$ cat src/rtl/fb_write_ctrl.sv
// fb_write_ctrl: turns a serial command byte stream into framebuffer RAM writes (set-address, data burst, clear sweep) with sticky error flags
module fb_write_ctrl #(
  parameter int RAM_WORDS = 9600,
  parameter int ADDR_W = 14,
  parameter int TIMEOUT_CYCLES = 1000000
) (
  input  logic              clk,
  input  logic              reset,
  input  logic [7:0]        rx_data,
  input  logic              rx_valid,
  output logic [ADDR_W-1:0] write_address,
  output logic [7:0]        wr_data,
  output logic              we,
  output logic              busy,
  output logic              frame_done,
  output logic              err_overflow,
  output logic              err_addr
);
  typedef enum logic [2:0] {IDLE, ADDR_HI, ADDR_LO, DATA, CLEAR} state_t;
  localparam int TW = $clog2(TIMEOUT_CYCLES + 1);
  localparam logic [ADDR_W-1:0] LAST = ADDR_W'(RAM_WORDS - 1);
  localparam logic [ADDR_W:0] WORDS = (ADDR_W + 1)'(RAM_WORDS);
  localparam logic [TW-1:0] TMO_MAX = TW'(TIMEOUT_CYCLES - 1);
  state_t state, state_n;
  logic [ADDR_W-1:0] addr, addr_n, wr_a, wa_n, full;
  logic [ADDR_W-9:0] hi, hi_n;
  logic [TW-1:0] tmo, tmo_n;
  logic [7:0] wr_d, wd_n;
  logic do_wr, clr, bad, we_n, busy_n, fd_n, ovf_n, ea_n;
  always_comb begin
    state_n = state;
    addr_n = addr;
    hi_n = hi;
    tmo_n = '0;
    ovf_n = err_overflow;
    ea_n = err_addr;
    do_wr = 1'b0;
    clr = 1'b0;
    wr_a = addr;
    wr_d = rx_data;
    full = {hi, rx_data};
    bad = {1'b0, full} >= WORDS;
    case (state)
      IDLE: if (rx_valid) begin
        if (rx_data == 8'hA5) begin
          state_n = DATA;
          addr_n = '0;
        end else if (rx_data == 8'h5A) state_n = ADDR_HI;
        else if (rx_data == 8'hC3) begin
          state_n = CLEAR;
          do_wr = 1'b1;
          clr = 1'b1;
          wr_a = '0;
          wr_d = '0;
        end
      end
      ADDR_HI, ADDR_LO, DATA: begin
        tmo_n = rx_valid ? '0 : tmo + 1'b1;
        if (rx_valid) begin
          if (state == ADDR_HI) begin
            hi_n = rx_data[ADDR_W-9:0];
            state_n = ADDR_LO;
          end else if (state == ADDR_LO) begin
            state_n = DATA;
            addr_n = bad ? '0 : full;
            ea_n = err_addr | bad;
          end else do_wr = 1'b1;
        end else if (tmo == TMO_MAX) begin
          state_n = IDLE;
          tmo_n = '0;
        end
      end
      CLEAR: begin
        do_wr = 1'b1;
        clr = 1'b1;
        wr_d = '0;
        ovf_n = err_overflow | rx_valid;
      end
      default: state_n = IDLE;
    endcase
    fd_n = do_wr && wr_a == LAST;
    if (do_wr) begin
      addr_n = fd_n ? '0 : wr_a + 1'b1;
      if (fd_n) state_n = IDLE;
    end
    we_n = do_wr;
    busy_n = clr;
    wa_n = do_wr ? wr_a : write_address;
    wd_n = do_wr ? wr_d : wr_data;
  end
  always_ff @(posedge clk or posedge reset)
    if (reset) begin
      state <= IDLE;
      addr <= '0;
      hi <= '0;
      tmo <= '0;
      write_address <= '0;
      wr_data <= '0;
      we <= 1'b0;
      busy <= 1'b0;
      frame_done <= 1'b0;
      err_overflow <= 1'b0;
      err_addr <= 1'b0;
    end else begin
      state <= state_n;
      addr <= addr_n;
      hi <= hi_n;
      tmo <= tmo_n;
      write_address <= wa_n;
      wr_data <= wd_n;
      we <= we_n;
      busy <= busy_n;
      frame_done <= fd_n;
      err_overflow <= ovf_n;
      err_addr <= ea_n;
    end
endmodule

$ cat config.mk
export PLATFORM = sky130hd
export DESIGN_NAME = fb_write_ctrl
export DESIGN_NICKNAME = d
export VERILOG_FILES = /design/src/rtl/fb_write_ctrl.sv
export SDC_FILE = /design/constraint.sdc
export NUM_CORES = 1
export LEC_CHECK = 0
export ABC_CLOCK_PERIOD_IN_PS = 3800
export BUFFER_PORTS_ARGS = -buffer_cell sky130_fd_sc_hd__buf_2
export CAP_MARGIN = 15
export CORE_ASPECT_RATIO = 0.7
export CORE_MARGIN = 2
export CORE_UTILIZATION = 50
export CTS_CLUSTER_SIZE = 10
export DETAILED_ROUTE_END_ITERATION = 7
export HOLD_SLACK_MARGIN = 0.08
export PLACE_DENSITY = 0.76
export SLEW_MARGIN = 20
export SYNTH_ARGS = -nofsm -noshare
export SYNTH_HDL_FRONTEND = slang
export SYNTH_SLANG_ARGS = --single-unit
$ cat constraint.sdc
create_clock -name clk -period 3.8 [get_ports clk]
set_input_delay 0 -clock clk [delete_from_list [all_inputs] [get_ports clk]]
set_output_delay 0 -clock clk [all_outputs]
set_load 0.1 [all_outputs]
After elaboration in Yosys (flattened, before gate mapping)
Cells that the tools add are included.
{ "op_classes": {"n_bitwise": 3, "addsub": 2, "mux": 43, "reduce_logical": 7, "magnitude_cmp": 1, "n_eq_ne": 14} }
{ "ops": {"columns": ["operator", "count"], "rows": [
  ["$mux W14", 13],
  ["$mux W20", 4],
  ["$mux W8", 4],
  ["$mux W3", 10],
  ["$pmux W14 S2", 1],
  ["$add A20 B1 Y20 const B", 1],
  ["$eq A20 B20 Y1 const B", 1],
  ["$eq A8 B8 Y1 const B", 2],
  ["$pmux W8 S2", 1],
  ["$ne A3 B3 Y1 const B", 5],
  ["$add A14 B1 Y14 const B", 1],
  ["$eq A14 B14 Y1 const B", 1],
  ["$ge A14 B14 Y1 const B", 1],
  ["$pmux W3 S3", 1],
  ["$eq A8 B7 Y1 const B", 1],
  ["$mux W1", 7],
  ["$eq A3 B2 Y1 const B", 2],
  ["$reduce_and A6 Y1", 1],
  ["$reduce_and A4 Y1", 1],
  ["$eq A3 B1 Y1 const B", 1],
  ["$eq A3 B3 Y1 const B", 1],
  ["$logic_not A3 Y1", 1],
  ["$pmux W1 S3", 1],
  ["$reduce_and A3 Y1", 1],
  ["other kinds (6)", 7]
]} }
{ "word_totals": {"in_bits": 11, "regBits": 70, "output_inout_bits": 27, "word_cells": 81} }

Logic depth before layout (Yosys ltp)
{ "depth": {"depth_word": 10, "depth_mapped": 12, "depth_no_buf": 9} }

Worst setup path before layout
Ideal clock, no wire load.
{ "synth_timing": {"kind": "flip-flop to flip-flop", "from": "reg state[0]", "to": "reg addr[0]", "path_slack_ns": 1.035, "required_time_ns": 3.675, "stages_incl_launch_ff": 13, "t_arrival_ns": 2.640, "n_path_buf": 3, "setup_time_ns": 0.125, "cell_sequence": "dfrtp_1 buf_2 nor2_1 nand4_1 clkbuf_1 and2_1 ha_1 nand3_1 nor4_2 and2_0 clkbuf_1 o2bb2ai_1 mux2_2"} }
{ "synth_between": {"word_cells_on_any_way": 24, "classes_between": "add/sub: 1; eq/ne: 10; mux: 8; reduce/logical: 5"} }
{ "synth_rtl": {"columns": ["element", "line", "rtl"], "rows": [
  ["from (decl)", "24", "state_t state, state_n;"],
  ["from (signal assigned)", "105", "state <= state_n;"],
  ["$logic_not A3 Y1", "43", "case (state)"],
  ["$mux W14", "43", null],
  ["named net wr_a[1]", "25", "logic [ADDR_W-1:0] addr, addr_n, wr_a, wa_n, full;"],
  ["$eq A14 B14 Y1", "81", "fd_n = do_wr && wr_a == LAST;"],
  ["$logic_and A1 B1 Y1", "81", null],
  ["named net fd_n", "29", "logic do_wr, clr, bad, we_n, busy_n, fd_n, ovf_n, ea_n;"],
  ["$mux W14", "83", "addr_n = fd_n ? '0 : wr_a + 1'b1;"],
  ["$mux W14", "82", "if (do_wr) begin"],
  ["to (signal assigned)", "106", "addr <= addr_n;"],
  ["to (decl)", "25", null]
]} }
The timed path passes the listed nets, and every way through them passes these cells.
A chain may end at the register's enable or synchronous reset.

Worst setup path after layout
{ "layout_timing": {"from": "reg state[2]", "to": "reg addr[0]"} }
{ "layout_between": {"word_cells_on_any_way": 24, "classes_between": "add/sub: 1; eq/ne: 10; mux: 8; reduce/logical: 5"} }
{ "layout_rtl": {"columns": ["element", "line"], "rows": [
  ["$logic_not A3 Y1", "43"],
  ["$mux W14", "43"],
  ["named net wr_a[1]", "25"],
  ["$eq A14 B14 Y1", "81"],
  ["$logic_and A1 B1 Y1", "81"],
  ["$mux W14", "83"],
  ["$mux W14", "82"]
]} }
The timed path passes the listed nets, and every way through them passes these cells.

==> metrics.log <==
[metrics] outcome: complete, no violations
[metrics] Synth area leader: sky130_fd_sc_hd__dfrtp_1
[metrics] tightest slew margin relative to the limit: 39.4%
[metrics] antenna violations before repair: 0
[metrics] Core Util, Final: 58.4%
[metrics] pin count of the biggest net entering global routing: 41
[metrics] final setup violating endpoints: 0
[metrics] Floorplan Core Area: 7250 sq um
[metrics] detailed-router iteration count before antenna repair: 5
[metrics] total overflow reported by the global router: 0
[metrics] Crit. End Element: flop
[metrics] slowest cell on the critical path: sky130_fd_sc_hd__nor4_2
[metrics] library cell with the highest instance count after synthesis: sky130_fd_sc_hd__dfrtp_1
[metrics] sequential fraction of the synthesis area: 47.2%
[metrics] XOR/XNOR share of the synthesized area: 4.01%
[metrics] critical path startpoint category: flop
[metrics] GRT Overall Usage: 24.9%
[metrics] number of enable-type register cells in the synthesized netlist: 0
[metrics] area growth from synthesis to final layout: 14.2%
[metrics] data arrival at the endpoint of the critical path: 3.36 ns
[metrics] synthesized instance count: 393
[metrics] Final Hold Vio Count: 0
[metrics] Max stage delay on crit path: 0.68 ns
[metrics] worst flop-to-flop path startpoint: state[2]$_DFF_PP0_
[metrics] number of global-route vias before repair: 2968
[metrics] cells taking the most area after synthesis: sky130_fd_sc_hd__dfrtp_1, sky130_fd_sc_hd__nand2_1, sky130_fd_sc_hd__a21oi_1, sky130_fd_sc_hd__nor2_1, sky130_fd_sc_hd__xnor2_1
[metrics] hold slack: 0.373 ns
[metrics] setup slack of the critical path after layout: 0.677 ns
[metrics] Clock H-tree levels: 3
[metrics] number of synthesized register bits: 70
[metrics] Filler Cells Inserted: 602
[metrics] category of the critical setup timing path: reg2reg
[metrics] clk_lat worst skew: 0.35 ns
[metrics] vias post-DR: 3309
[metrics] area of all placed cells without fillers: 4240 sq um
[metrics] Synth Area in Adders: 0.674%
[metrics] Max-Cap Viols: 0
[metrics] total of cells resized after clock tree synthesis: 0
[metrics] worst clock skew on the final layout: 0.00846 ns
[metrics] count of synthesis-stage warnings from yosys: 0
[metrics] number of placement rows: 26
[metrics] wire length per cell after detailed routing: 17.9 um
[metrics] Reg2Reg Capture Point: addr[0]$_DFFE_PP0P_
[metrics] Total Wirelength: 9630 um
[metrics] routed vias/inst: 6.15
[metrics] number of sinks on the clock net: 70
[metrics] Port Buffer Count: 37
[metrics] detailed-route DRC error count: 0
[metrics] total die area: 8140 sq um
[metrics] global-route wire length before repair: 16000 um
[metrics] Total Neg Setup Slack: 0 ns
[metrics] pre-CTS setup slack: 0.824 ns
[metrics] combinational family with the most area after synthesis: simple AND/OR/NAND/NOR gates
[metrics] instance area after placement: 3970 sq um
[metrics] basic-gate share of the synthesized area counting and, or, nand and nor cells: 22.5%
[metrics] share of cells above drive strength 1: 18.0%
[metrics] clock transition at the registers of the reported paths: 0.07 ns
[metrics] number of nets in the layout: 449
[metrics] post-synthesis net count: 406
[metrics] worst setup slack for register-to-register paths: 0.68 ns
[metrics] class of the tightest hold or removal check: in2async
[metrics] share of the synthesized area in compound gates (AO/OA/AOI/OAI): 19.1%
[metrics] number of unique standard cell types used by synthesis: 62
[metrics] area of the mapped netlist: 3710 sq um
[metrics] share of synthesized registers carrying an async set or reset: 100%
[metrics] initial core utilization: 51.2%
[metrics] CTS Buf Count: 9
[metrics] Max clock buf depth: 2
[metrics] CTS tree: done
[metrics] Worst Tran Pin Value: 0.902 ns
[metrics] syn avg cell area: 9.45 sq um
[metrics] data required time at the worst endpoint: 4.04 ns
[metrics] worst reg-to-reg path cell count: 9
[metrics] number of DRC markers after the initial detailed-route iteration: 468
[metrics] fin crit period: 3.12 ns
[metrics] crit path cell chain: nor2b_1 -> nand4_1 -> and2_1 -> ha_1 -> nand3_1 -> nor4_2 -> and2_0 -> o2bb2ai_1 -> mux2_2
[metrics] I/O pins: 38
[metrics] highest net fanout along the worst path: 17
[metrics] fraction of synthesized cell area taken by the top area cell type: 47.2%
[metrics] Most used DFF post-synth: sky130_fd_sc_hd__dfrtp_1
[metrics] GP Congestion: 1.02
[metrics] Final Max Slew Viols: 0
[metrics] static power due to leakage: 0.00187 uW
[metrics] final antenna-violating net count: 0
[metrics] Die Span X: 107 um
[metrics] pwr dens: 777 nW/um^2
[metrics] cell types with the highest counts after synthesis: sky130_fd_sc_hd__dfrtp_1, sky130_fd_sc_hd__nand2_1, sky130_fd_sc_hd__nor2_1
[metrics] y dimension of the die: 76.1 um
[metrics] number of diodes: 0
[metrics] peak clock frequency supported by timing: 320 MHz
[metrics] peak ir drop on the vdd network: 0.000582 V
[metrics] Root Driver: sky130_fd_sc_hd__clkbuf_8
[metrics] share of the clock period used by the worst path: 82.2%
[metrics] detailed placement HPWL: 6550 um
[metrics] multiplexer share of the synthesized area: 2.70%
[metrics] unrepaired setup endpoints after global routing: no
## cell usage in the layout, fill, tap and decap left out, types with 3 or more instances in the layout
| master | netlist | final |
|---|---|---|
| sky130_fd_sc_hd__o31ai_1 | 6 | 6 |
| sky130_fd_sc_hd__inv_1 | 12 | 11 |
| sky130_fd_sc_hd__o211ai_1 | 6 | 6 |
| sky130_fd_sc_hd__a22o_1 | 4 | 4 |
| sky130_fd_sc_hd__nand2_1 | 51 | 51 |
| sky130_fd_sc_hd__buf_4 | 0 | 5 |
| sky130_fd_sc_hd__nand4_1 | 8 | 8 |
| sky130_fd_sc_hd__buf_2 | 9 | 37 |
| sky130_fd_sc_hd__o21ai_0 | 21 | 21 |
| sky130_fd_sc_hd__nor3_1 | 11 | 11 |
| sky130_fd_sc_hd__or3_1 | 3 | 3 |
| sky130_fd_sc_hd__mux2_2 | 8 | 8 |
| sky130_fd_sc_hd__xnor2_1 | 13 | 13 |
| sky130_fd_sc_hd__xor2_1 | 4 | 4 |
| sky130_fd_sc_hd__a21o_1 | 3 | 3 |
| sky130_fd_sc_hd__dfrtp_1 | 70 | 70 |
| sky130_fd_sc_hd__a311oi_1 | 5 | 5 |
| sky130_fd_sc_hd__nand3_1 | 15 | 15 |
| sky130_fd_sc_hd__a21oi_1 | 27 | 26 |
| sky130_fd_sc_hd__and2_1 | 4 | 4 |
| sky130_fd_sc_hd__dlygate4sd3_1 | 0 | 10 |
| sky130_fd_sc_hd__clkbuf_8 | 0 | 11 |
| sky130_fd_sc_hd__nor4_1 | 4 | 4 |
| sky130_fd_sc_hd__clkinv_2 | 0 | 3 |
| sky130_fd_sc_hd__nor2_1 | 34 | 34 |
| sky130_fd_sc_hd__a211oi_1 | 8 | 8 |
| sky130_fd_sc_hd__and4_1 | 3 | 3 |
| sky130_fd_sc_hd__and3_1 | 4 | 4 |
| sky130_fd_sc_hd__nand2b_1 | 5 | 5 |
## through the flow
stage	power, uW	cells
6_report	3290	538
5_1_grt	3450	538
4_1_cts	3270	538
3_5_place_dp	2730	513
3_3_place_gp	2700	513
2_1_floorplan	2430	393
## sequential cells by signal, summed over array words and instances, names as in the netlist
register       flops
tmo               20
hi                 6
we                 1
err_addr           1
busy               1
state              3
wr_data            8
write_address     14
err_overflow       1
frame_done         1
addr              14
## routing by layer
layer,global-route usage (%),part of all wire [%],up-vias
li1,-,-,1525
met1,39.9,47,1536
met2,33.1,40,214
met3,6.24,12,34
met4,6.75,2.1,0
met5,0,0,-
## area by class of cell
| class | instances | area (sq um) | area share (%) |
|---|---|---|---|
| Clock inverter | 4 | 22.5 | 0.531 |
| Clock buffer | 11 | 151 | 3.57 |
| Multi-Input combinational cell | 291 | 1820 | 43.0 |
| Sequential cell | 70 | 1750 | 41.3 |
| Timing Repair Buffer | 52 | 323 | 7.62 |
| Inverter | 12 | 45.0 | 1.06 |
| Tap cell | 98 | 123 | 2.89 |
## where the power goes
part | total [uW] | switching, uW | leakage [uW] | internal (uW)
registers | 1170 | 219 | 0.000925 | 951
clock network | 538 | 273 | 0.0000910 | 265
logic | 1580 | 1210 | 0.000852 | 375
## worst max-delay path by stage
stage                             from             endpoint  slack (ns)  depth (start not counted)
finish              state[2]$_DFF_PP0_  addr[0]$_DFFE_PP0P_        0.68                          9
global route        state[2]$_DFF_PP0_  addr[0]$_DFFE_PP0P_        0.46                          9
CTS                 state[2]$_DFF_PP0_  addr[0]$_DFFE_PP0P_        0.80                          9
detailed placement  state[2]$_DFF_PP0_  addr[0]$_DFFE_PP0P_        0.82                          9
global placement    state[2]$_DFF_PP0_  addr[0]$_DFFE_PP0P_        0.99                          9
floorplan           state[0]$_DFF_PP0_  addr[0]$_DFFE_PP0P_        1.03                         12
## cell families (layout without fill, tap and decap cells)
family | Yosys count | after routing
and+or+nand+nor | 161 | 161
AOI/OAI and AO/OA | 102 | 102
DFF | 70 | 70
buffers and inverters | 32 | 79
xor gates and xnor gates | 17 | 17
muxes | 9 | 9
adders and majority gates | 2 | 2
## critical path: cells and delay by family (launching register included)
| kind | cells | cell delay (ns) |
|---|---|---|
| multiplexers | 1 | 0.26 |
| AND/OR/NAND/NOR | 6 | 1.77 |
| AO/OA/AOI/OAI | 1 | 0.09 |
| flip-flops | 1 | 0.66 |
| adder cells (fa/ha/maj) | 1 | 0.23 |
## timing repair
item | in CTS | in global routing
buffers inserted | 0 | 0
hold buffers | 10 | 0
endpoints found under the hold margin | 57 | 0
(Power assumes the default switching activity.)
